$ cat src/rtl/instr_encoder_if.sv
// Request and imem-write bundle for instr_encoder. The slave side is the encoder.
// With IMEM_PARITY_EN defined, the bundle also carries imem_wpar.
interface instr_encoder_if #(
    parameter int ADDR_W = 8
);
    // Handshake: a request transfers on a rising clk edge where req_valid && req_ready;
    // req_valid carries no obligation to hold, and fields are sampled only at that edge.
    logic              req_valid;
    logic              req_ready;
    logic [2:0]        op_sel;
    logic [4:0]        rs;
    logic [4:0]        rt;
    logic [4:0]        rd;
    logic [15:0]       imm;
    logic              imem_we;
    logic [ADDR_W-1:0] imem_addr;
    logic [31:0]       imem_wdata;
    logic [ADDR_W:0]   count;
    logic              full;
    logic              err;
`ifdef IMEM_PARITY_EN
    logic              imem_wpar;
`endif

    modport slave (
        input  req_valid, op_sel, rs, rt, rd, imm,
        output req_ready, imem_we, imem_addr, imem_wdata, count, full, err
`ifdef IMEM_PARITY_EN
        , output imem_wpar
`endif
    );

    modport master (
        output req_valid, op_sel, rs, rt, rd, imm,
        input  req_ready, imem_we, imem_addr, imem_wdata, count, full, err
`ifdef IMEM_PARITY_EN
        , input imem_wpar
`endif
    );
endinterface

$ cat src/rtl/instr_encoder.sv
// Mnemonic-to-word encoder that streams words into consecutive imem addresses.
// Optional IMEM_PARITY_EN adds a registered even-parity bit beside imem_wdata.
module instr_encoder #(
    parameter int ADDR_W = 8,
    parameter int DEPTH  = 256,
    parameter int BASE   = 0
) (
    input  logic               clk,
    input  logic               rst_n,
    input  logic               clr,
    instr_encoder_if.slave     bus,
    output logic [1:0]         o_dbg_state
);
    localparam logic [1:0] S_IDLE  = 2'd0;
    localparam logic [1:0] S_WRITE = 2'd1;
    localparam logic [1:0] S_FULL  = 2'd2;

    localparam logic [ADDR_W:0]   DEPTH_C = (ADDR_W + 1)'(DEPTH);
    localparam logic [ADDR_W-1:0] BASE_C  = ADDR_W'(BASE);

    logic [1:0]      r_state;
    logic [ADDR_W:0] r_count;
    logic [31:0]     r_word;
    logic            r_err;
`ifdef IMEM_PARITY_EN
    logic            r_par;
`endif

    logic [5:0]      w_op;
    logic            w_rfmt;
    logic            w_legal;
    logic [31:0]     w_enc;
    logic            w_accept;
    logic [ADDR_W:0] w_count_inc;

    // Custom opcode map; op_sel 6 and 7 are illegal and never produce a write.
    always_comb begin
        w_op    = 6'b000000;
        w_rfmt  = 1'b0;
        w_legal = 1'b1;
        case (bus.op_sel)
            3'd0: w_op = 6'b100011;
            3'd1: begin w_op = 6'b100000; w_rfmt = 1'b1; end
            3'd2: begin w_op = 6'b010110; w_rfmt = 1'b1; end
            3'd3: w_op = 6'b001101;
            3'd4: w_op = 6'b011110;
            3'd5: begin w_op = 6'b000110; w_rfmt = 1'b1; end
            default: w_legal = 1'b0;
        endcase
        w_enc = w_rfmt ? {w_op, bus.rs, bus.rt, bus.rd, 11'b0}
                       : {w_op, bus.rs, bus.rt, bus.imm};
    end

    assign bus.req_ready = (r_state == S_IDLE) && !clr;
    assign w_accept      = bus.req_valid && bus.req_ready;
    assign w_count_inc   = r_count + 1'b1;

    always_ff @(posedge clk or negedge rst_n) begin
        if (!rst_n) begin
            r_state <= S_IDLE;
            r_count <= '0;
            r_word  <= '0;
            r_err   <= 1'b0;
`ifdef IMEM_PARITY_EN
            r_par   <= 1'b0;
`endif
        end else if (clr) begin
            r_state <= S_IDLE;
            r_count <= '0;
            r_err   <= 1'b0;
        end else begin
            case (r_state)
                S_IDLE: begin
                    if (w_accept) begin
                        if (w_legal) begin
                            r_word  <= w_enc;
`ifdef IMEM_PARITY_EN
                            r_par   <= ^w_enc;
`endif
                            r_state <= S_WRITE;
                        end else begin
                            r_err <= 1'b1;
                        end
                    end
                end
                S_WRITE: begin
                    r_count <= w_count_inc;
                    r_state <= (w_count_inc == DEPTH_C) ? S_FULL : S_IDLE;
                end
                S_FULL:  r_state <= S_FULL;
                default: r_state <= S_IDLE;
            endcase
        end
    end

    // clr in the write cycle cancels the strobe combinationally.
    assign bus.imem_we    = (r_state == S_WRITE) && !clr;
    assign bus.imem_addr  = BASE_C + r_count[ADDR_W-1:0];
    assign bus.imem_wdata = r_word;
    assign bus.count      = r_count;
    assign bus.full       = (r_count == DEPTH_C);
    assign bus.err        = r_err;
`ifdef IMEM_PARITY_EN
    assign bus.imem_wpar  = r_par;
`endif
    assign o_dbg_state    = r_state;
endmodule

$ cat src/flat_wrapper.sv
// flat-port wrapper written by rule: the top's interface ports become plain ports
module instr_encoder_flat 
#(
    parameter int ADDR_W = 8,
    parameter int DEPTH  = 256,
    parameter int BASE   = 0
)
  (clk, rst_n, clr, o_dbg_state, bus_req_valid, bus_op_sel, bus_rs, bus_rt, bus_rd, bus_imm, bus_req_ready, bus_imem_we, bus_imem_addr, bus_imem_wdata, bus_count, bus_full, bus_err);
  instr_encoder_if #(.ADDR_W(ADDR_W)) bus_i ();
  input  logic clk;
  input  logic rst_n;
  input  logic clr;
  output logic [1:0] o_dbg_state;
  input wire logic [$bits(bus_i.req_valid)-1:0] bus_req_valid;
  input wire logic [$bits(bus_i.op_sel)-1:0] bus_op_sel;
  input wire logic [$bits(bus_i.rs)-1:0] bus_rs;
  input wire logic [$bits(bus_i.rt)-1:0] bus_rt;
  input wire logic [$bits(bus_i.rd)-1:0] bus_rd;
  input wire logic [$bits(bus_i.imm)-1:0] bus_imm;
  output wire logic [$bits(bus_i.req_ready)-1:0] bus_req_ready;
  output wire logic [$bits(bus_i.imem_we)-1:0] bus_imem_we;
  output wire logic [$bits(bus_i.imem_addr)-1:0] bus_imem_addr;
  output wire logic [$bits(bus_i.imem_wdata)-1:0] bus_imem_wdata;
  output wire logic [$bits(bus_i.count)-1:0] bus_count;
  output wire logic [$bits(bus_i.full)-1:0] bus_full;
  output wire logic [$bits(bus_i.err)-1:0] bus_err;
  assign bus_i.req_valid = bus_req_valid;
  assign bus_i.op_sel = bus_op_sel;
  assign bus_i.rs = bus_rs;
  assign bus_i.rt = bus_rt;
  assign bus_i.rd = bus_rd;
  assign bus_i.imm = bus_imm;
  assign bus_req_ready = bus_i.req_ready;
  assign bus_imem_we = bus_i.imem_we;
  assign bus_imem_addr = bus_i.imem_addr;
  assign bus_imem_wdata = bus_i.imem_wdata;
  assign bus_count = bus_i.count;
  assign bus_full = bus_i.full;
  assign bus_err = bus_i.err;
  instr_encoder #(.ADDR_W(ADDR_W), .DEPTH(DEPTH), .BASE(BASE)) u_core (.clk(clk), .rst_n(rst_n), .clr(clr), .bus(bus_i), .o_dbg_state(o_dbg_state));
endmodule
$ cat config.mk
export PLATFORM = sky130hd
export DESIGN_NAME = instr_encoder_flat
export DESIGN_NICKNAME = d
export VERILOG_FILES = /design/src/rtl/instr_encoder_if.sv /design/src/rtl/instr_encoder.sv /design/src/flat_wrapper.sv
export SDC_FILE = /design/constraint.sdc
export NUM_CORES = 1
export LEC_CHECK = 0
export CELL_PAD_IN_SITES_DETAIL_PLACEMENT = 0
export CELL_PAD_IN_SITES_GLOBAL_PLACEMENT = 1
export CORE_ASPECT_RATIO = 0.7
export CORE_UTILIZATION = 30
export DETAILED_ROUTE_END_ITERATION = 8
export PLACE_DENSITY = 0.89
export SLEW_MARGIN = 15
export SYNTH_ARGS = -nofsm -noshare
export SYNTH_HDL_FRONTEND = slang
export SYNTH_SLANG_ARGS = --single-unit
$ cat constraint.sdc
create_clock -name clk -period 2 [get_ports clk]
set_clock_uncertainty 0.1 [all_clocks]
set_input_delay 0.4 -clock clk [delete_from_list [all_inputs] [get_ports clk]]
set_output_delay 0.4 -clock clk [all_outputs]
set_load 0.02 [all_outputs]
### Yosys cells after proc, flatten, opt, wreduce, memory -nomap -nowiden

Cells that the tools add are included.

| word-level totals | value |
|---|---|
| logic and storage cells | 47 |
| output and inout bits | 55 |
| register bits after elaboration | 44 |

| cells by class | value |
|---|---|
| add/subtract/negate cells | 1 |
| reduce and logical (&&, ||, !) cells | 14 |
| bitwise operators | 1 |
| equal/unequal tests | 12 |
| muxes and demuxes | 15 |

Operators with widths:

| kind | number |
|---|---|
| one-hot mux 6 bit (6 select lines) | 1 |
| == test 9 bit, second input constant | 2 |
| 2-to-1 mux 9 bit | 2 |
| 2-to-1 mux 16 bit | 1 |
| adder 9 x 1 -> 9 bit, second input constant | 1 |
| 2-to-1 mux 2 bit | 4 |
| == test 3 x 2 -> 1 bit, second input constant | 2 |
| == test 3 bit, second input constant | 2 |
| 2-to-1 mux 1 bit | 6 |
| inequality test 3 x 2 -> 1 bit, second input constant | 2 |
| one-hot mux 2 bit (3 select lines) | 1 |
| nonzero test 2 bit | 3 |
| OR reduction 6 bit | 1 |
| AND reduction 4 bit | 1 |
| == test 3 x 1 -> 1 bit, second input constant | 1 |
| logical AND 1 bit | 3 |
| logical NOT 3 bit | 1 |
| AND reduction 3 bit | 1 |
| OR reduction 3 bit | 1 |
| == test 2 x 1 -> 1 bit, second input constant | 1 |
| == test 2 bit, second input constant | 1 |
| logical NOT 2 bit | 1 |
| inequality test 2 bit, second input constant | 1 |
| AND reduction 2 bit | 1 |
| 2 further kinds | 2 |

### Longest topological paths before layout

| logic depth | value |
|---|---|
| depth in word-level cells | 7 |
| mapped depth | 7 |

### Least setup slack after synthesis

OpenSTA, ideal clock, no wires.

| path | value |
|---|---|
| kind | reg-to-reg |
| start point | register u_core.r_count[1] (netlist: u_core.bus.count[1]) |
| end point | register u_core.r_state[1] (netlist: u_core.o_dbg_state[1]) |
| path slack | 248 ps |
| path buffers | 0 |
| period minus slack after synthesis | 1752 ps |
| data arrival time | 1558 ps |
| stages on the path, launching flop included | 6 |
| path through | dfrtp_1 ha_1 and4b_4 nor4b_2 a41oi_1 a221oi_2 |

| on the way | value |
|---|---|
| word-level cells in the longest chain between the ends | 5 |

RTL lines:

| what | RTL line | source |
|---|---|---|
| start, declared | instr_encoder.sv:22 | `logic [ADDR_W:0] r_count;` |
| start signal, assigned | instr_encoder.sv:87 | `r_count <= w_count_inc;` |
| adder 9 x 1 -> 9 bit | instr_encoder.sv:56 | `assign w_count_inc = r_count + 1'b1;` |
| == test 9 bit | instr_encoder.sv:88 | `r_state <= (w_count_inc == DEPTH_C) ? S_FULL : S_IDLE;` |
| 2-to-1 mux 2 bit | instr_encoder.sv:88 |  |
| one-hot mux 2 bit (3 select lines) | instr_encoder.sv:72 | `case (r_state)` |
| 2-to-1 mux 2 bit | instr_encoder.sv:67 | `end else if (clr) begin` |
| end signal, assigned | instr_encoder.sv:88 |  |
| end, declared | instr_encoder.sv:21 | `logic [1:0] r_state;` |

Every way passes these cells.
A chain may end at the register's enable or synchronous reset.

### Worst setup path after layout

| path | value |
|---|---|
| start point | register u_core.r_count[3] (netlist: u_core.bus.count[3]) |
| end point | output port bus_imem_addr[3] |

RTL lines:

| what | RTL line | source |
|---|---|---|
| end, declared | flat_wrapper.sv:22 | `output wire logic [$bits(bus_i.imem_addr)-1:0] bus_imem_addr;` |

No word-level cell between the ends.

==> results <==
## layer usage
| metal | share of wire | wire (µm) |
|---|---|---|
| met2 | 0.43 | 2280 |
| met5 | 0 | 0 |
| met3 | 0.062 | 330 |
| met1 | 0.49 | 2610 |
| met4 | 0.016 | 86 |
## power by group through the flow
| stage | sequential (mW) | clock, mW | combinational, mW |
|---|---|---|---|
| final | 1.08 | 0.549 | 0.730 |
| after global routing | 1.10 | 0.610 | 0.786 |
| after CTS | 1.08 | 0.576 | 0.740 |
| after detailed placement | 1.10 | 0 | 0.738 |
| after global placement | 1.09 | 0 | 0.728 |
| after floorplan | 1.24 | 0 | 0.164 |
## through the flow
step                      hold WS (ns)  TNS [ns]  setup WS [ns]  cell area (µm²)
final                            0.370         0         0.0759             3330
after global routing             0.391         0         0.0317             3330
after CTS                        0.375         0         0.0144             3330
after detailed placement         0.271     -2.06         -0.188             3240
after global placement           0.265     -1.17         -0.166             3240
after floorplan                0.00441         0          0.248             2090
## what timing repair did
item                                    4_1_cts  5_1_grt
hold buffers                                  1        0
endpoints found under the setup margin        3        2
gates resized for setup                       4        2
endpoints found under the hold margin        17        0
## flip-flops by register name (all words and copies together) (netlist names)
| register | cells |
|---|---|
| u_core.bus.count | 9 |
| u_core.bus.err | 1 |
| u_core.o_dbg_state | 2 |
| u_core.bus.imem_wdata | 32 |
## area by class of cell
class,count,share of cell area
Clock buffer,5,0.0207
Clock inverter,3,0.00563
Inverter,4,0.00451
Multi-Input combinational cell,155,0.259
Sequential cell,44,0.330
Tap cell,94,0.0353
Timing Repair Buffer,118,0.344
## path summary, 6_finish.rpt
check                                              start                   endpoint  slack, ns  depth (start not counted)
worst max-delay path                 u_core.bus.count[3]           bus_imem_addr[3]       0.08                          2
worst max register to register       u_core.bus.count[0]      u_core.o_dbg_state[1]       0.22                          6
worst min-delay path            u_core.bus.imem_wdata[2]   u_core.bus.imem_wdata[2]       0.37                          2
max in group asynchronous                          rst_n  u_core.bus.imem_wdata[20]       0.83                          3
min in group asynchronous                          rst_n        u_core.bus.count[6]       0.48                          2
worst min register to register  u_core.bus.imem_wdata[2]   u_core.bus.imem_wdata[2]       0.37                          2
## layout by cell type, fill, tap and decap left out, types with 2 or more instances in the layout
master           synthesis  layout
a21oi_1                  4       4
buf_12                   0       3
buf_4                   11      22
clkbuf_8                 0       5
clkdlybuf4s50_1          0      87
clkinv_2                 0       2
dfrtp_1                 44      44
dlygate4sd2_1            0       2
ha_1                     2       2
inv_1                    3       3
mux2i_1                  6       6
nand2_1                 65      65
nand2b_1                 5       5
nand3_1                 12      12
nor2_1                  18      18
nor3_1                   2       2
nor3b_1                  2       2
o21ai_0                 10      10
xnor2_1                  4       4
xor2_1                   3       3
## critical path: stages (launching register included)
cell and delay (ns):
dfrtp_1 0.36, buf_4 0.16, clkdlybuf4s50_1 0.61
## cell families after synthesis
| logic type | share of synthesized area |
|---|---|
| and+or+nand+nor | 0.269 |
| DFF | 0.526 |
| xor gates and xnor gates | 0.0293 |
| AOI/OAI and AO/OA | 0.0741 |
| buffers and inverters | 0.0615 |
| muxes | 0.0287 |
| adders and majority gates | 0.0119 |
==> key figures <==
Drt
  – Routed Antenna Nets: 0
  – Post-route DRC: 0
  – Via count: 1858
  – Initial DRC count: 60
  – Final wirelength: 5.31 mm
  – DR vias/cell: 4.39
  – WL per Instance: 12.5 µm
  – First-pass DRT Iterations: 6

Global route
  – Met1 GRT Util: 0.205
  – Met3 GRT Util: 0.0453
  – First-pass GRT wire length: 8.36 mm
  – Remaining Overflow, GRT: 0
  – Largest net degree at the start of global routing: 28
  – GRT Util Overall: 0.148
  – GR met2 Demand/Resource: 0.218
  – Global route hottest layer: met2
  – Vias in the first global route: 1752
  – Initial antenna violation count: 0

Clock tree
  – Clock sink total: 44
  – TritonCTS clock tree: yes
  – Clock Latency Late Sink: 0.29 ns
  – CTS root buf: clkbuf_8
  – Postcts setup bufs: 0
  – CTS Buf Count: 5
  – CTS clk-pin slew, worst paths: 0.08 ns
  – Htree depth: 2
  – CTS max path bufs: 2

Power and ir drop
  – Sequential group share of total power: 0.458
  – Peak supply drop: 0.348 mV
  – Leakage power: 1.52 nW
  – Clk pwr share: 0.233
  – Cell Int Power: 1.63 mW
  – Switch Pwr: 0.735 mW
  – Total chip power: 2.36 mW
  – Comb pwr share: 0.309
  – Sw Share: 0.311
  – PwrDens: 708 nW/µm²

Final layout
  – Finished Core Util: 0.493
  – # diodes: 0
  – Area Overhead vs Synth: 59.1%
  – Final Non-Filler Cells: 423
  – Share of cells above drive strength 1: 0.134
  – Fillers: 652
  – Sequential Area: 1100 µm²
  – Area of the multi-input gates: 865 µm²
  – Final #Nets: 368

Setup path
  – Kind of critical path: register to primary output
  – Startpoint types: register
  – Worst Path Required: 1.50 ns
  – Crit. End Element: primary output
  – Worst Path Arrival: 1.42 ns
  – Worst-path fanout max: 9

Synthesis
  – Distinct cell type count after synthesis: 41
  – Most used flip-flop cell after synthesis: dfrtp_1
  – Cells after Synth: 220
  – Synth cell count leaders: nand2_1 (65), dfrtp_1 (44), nor2_1 (18)
  – Yosys warnings: 0
  – Leading area contributor after synthesis: dfrtp_1
  – Sequential cell area fraction in the yosys report: 0.526
  – Post-synthesis cell area: 2090 µm²
  – Synth Register Bits: 44
  – Fraction of post-synthesis cell area in the top cell type by area: 0.526
  – Number of synthesized flops with an enable pin: 0
  – Mean Syn Cell Area: 9.52 µm²
  – Post-synthesis async set-or-reset flop share: 1.00
  – Top post-synthesis cells by area: dfrtp_1 (53%), nand2_1 (12%), buf_4 (3.9%), nor2_1 (3.2%), mux2i_1 (2.9%)
  – Net Count, Synth: 260
  – Count leader, synth: nand2_1

Flow run
  – Max_cap viols: 0

Placed design
  – Input/output buffers: 92
  – GP Congestion: 0.852
  – Placed insts: 414
  – HPWL Detailed: 4.00 mm

STA
  – Final setup vio count: 0
  – RSZ-0062 raised after global routing: false
  – Fin crit period: 1.92 ns
  – Crit share post-route: 0.962
  – Relative slew slack: 0.703
  – Worst Max-Slew Pin Slew: 0.445 ns
  – F_max: 0.520 GHz
  – Fin. max-slew vios: 0
  – Final Hold Fails: 0

Die
  – Cell Rows: 25
  – Initial core utilization: 0.310
  – Core area: 6760 µm²
  – Die Area: 7330 µm²
  – I/O pins: 93
  – DIE WIDTH: 102 µm
  – Die height: 71.9 µm

Min path
  – Min-delay worst type: register to register

Outcome
  – Status: finished clean
Note: power is estimated with default switching activity, not from simulation.
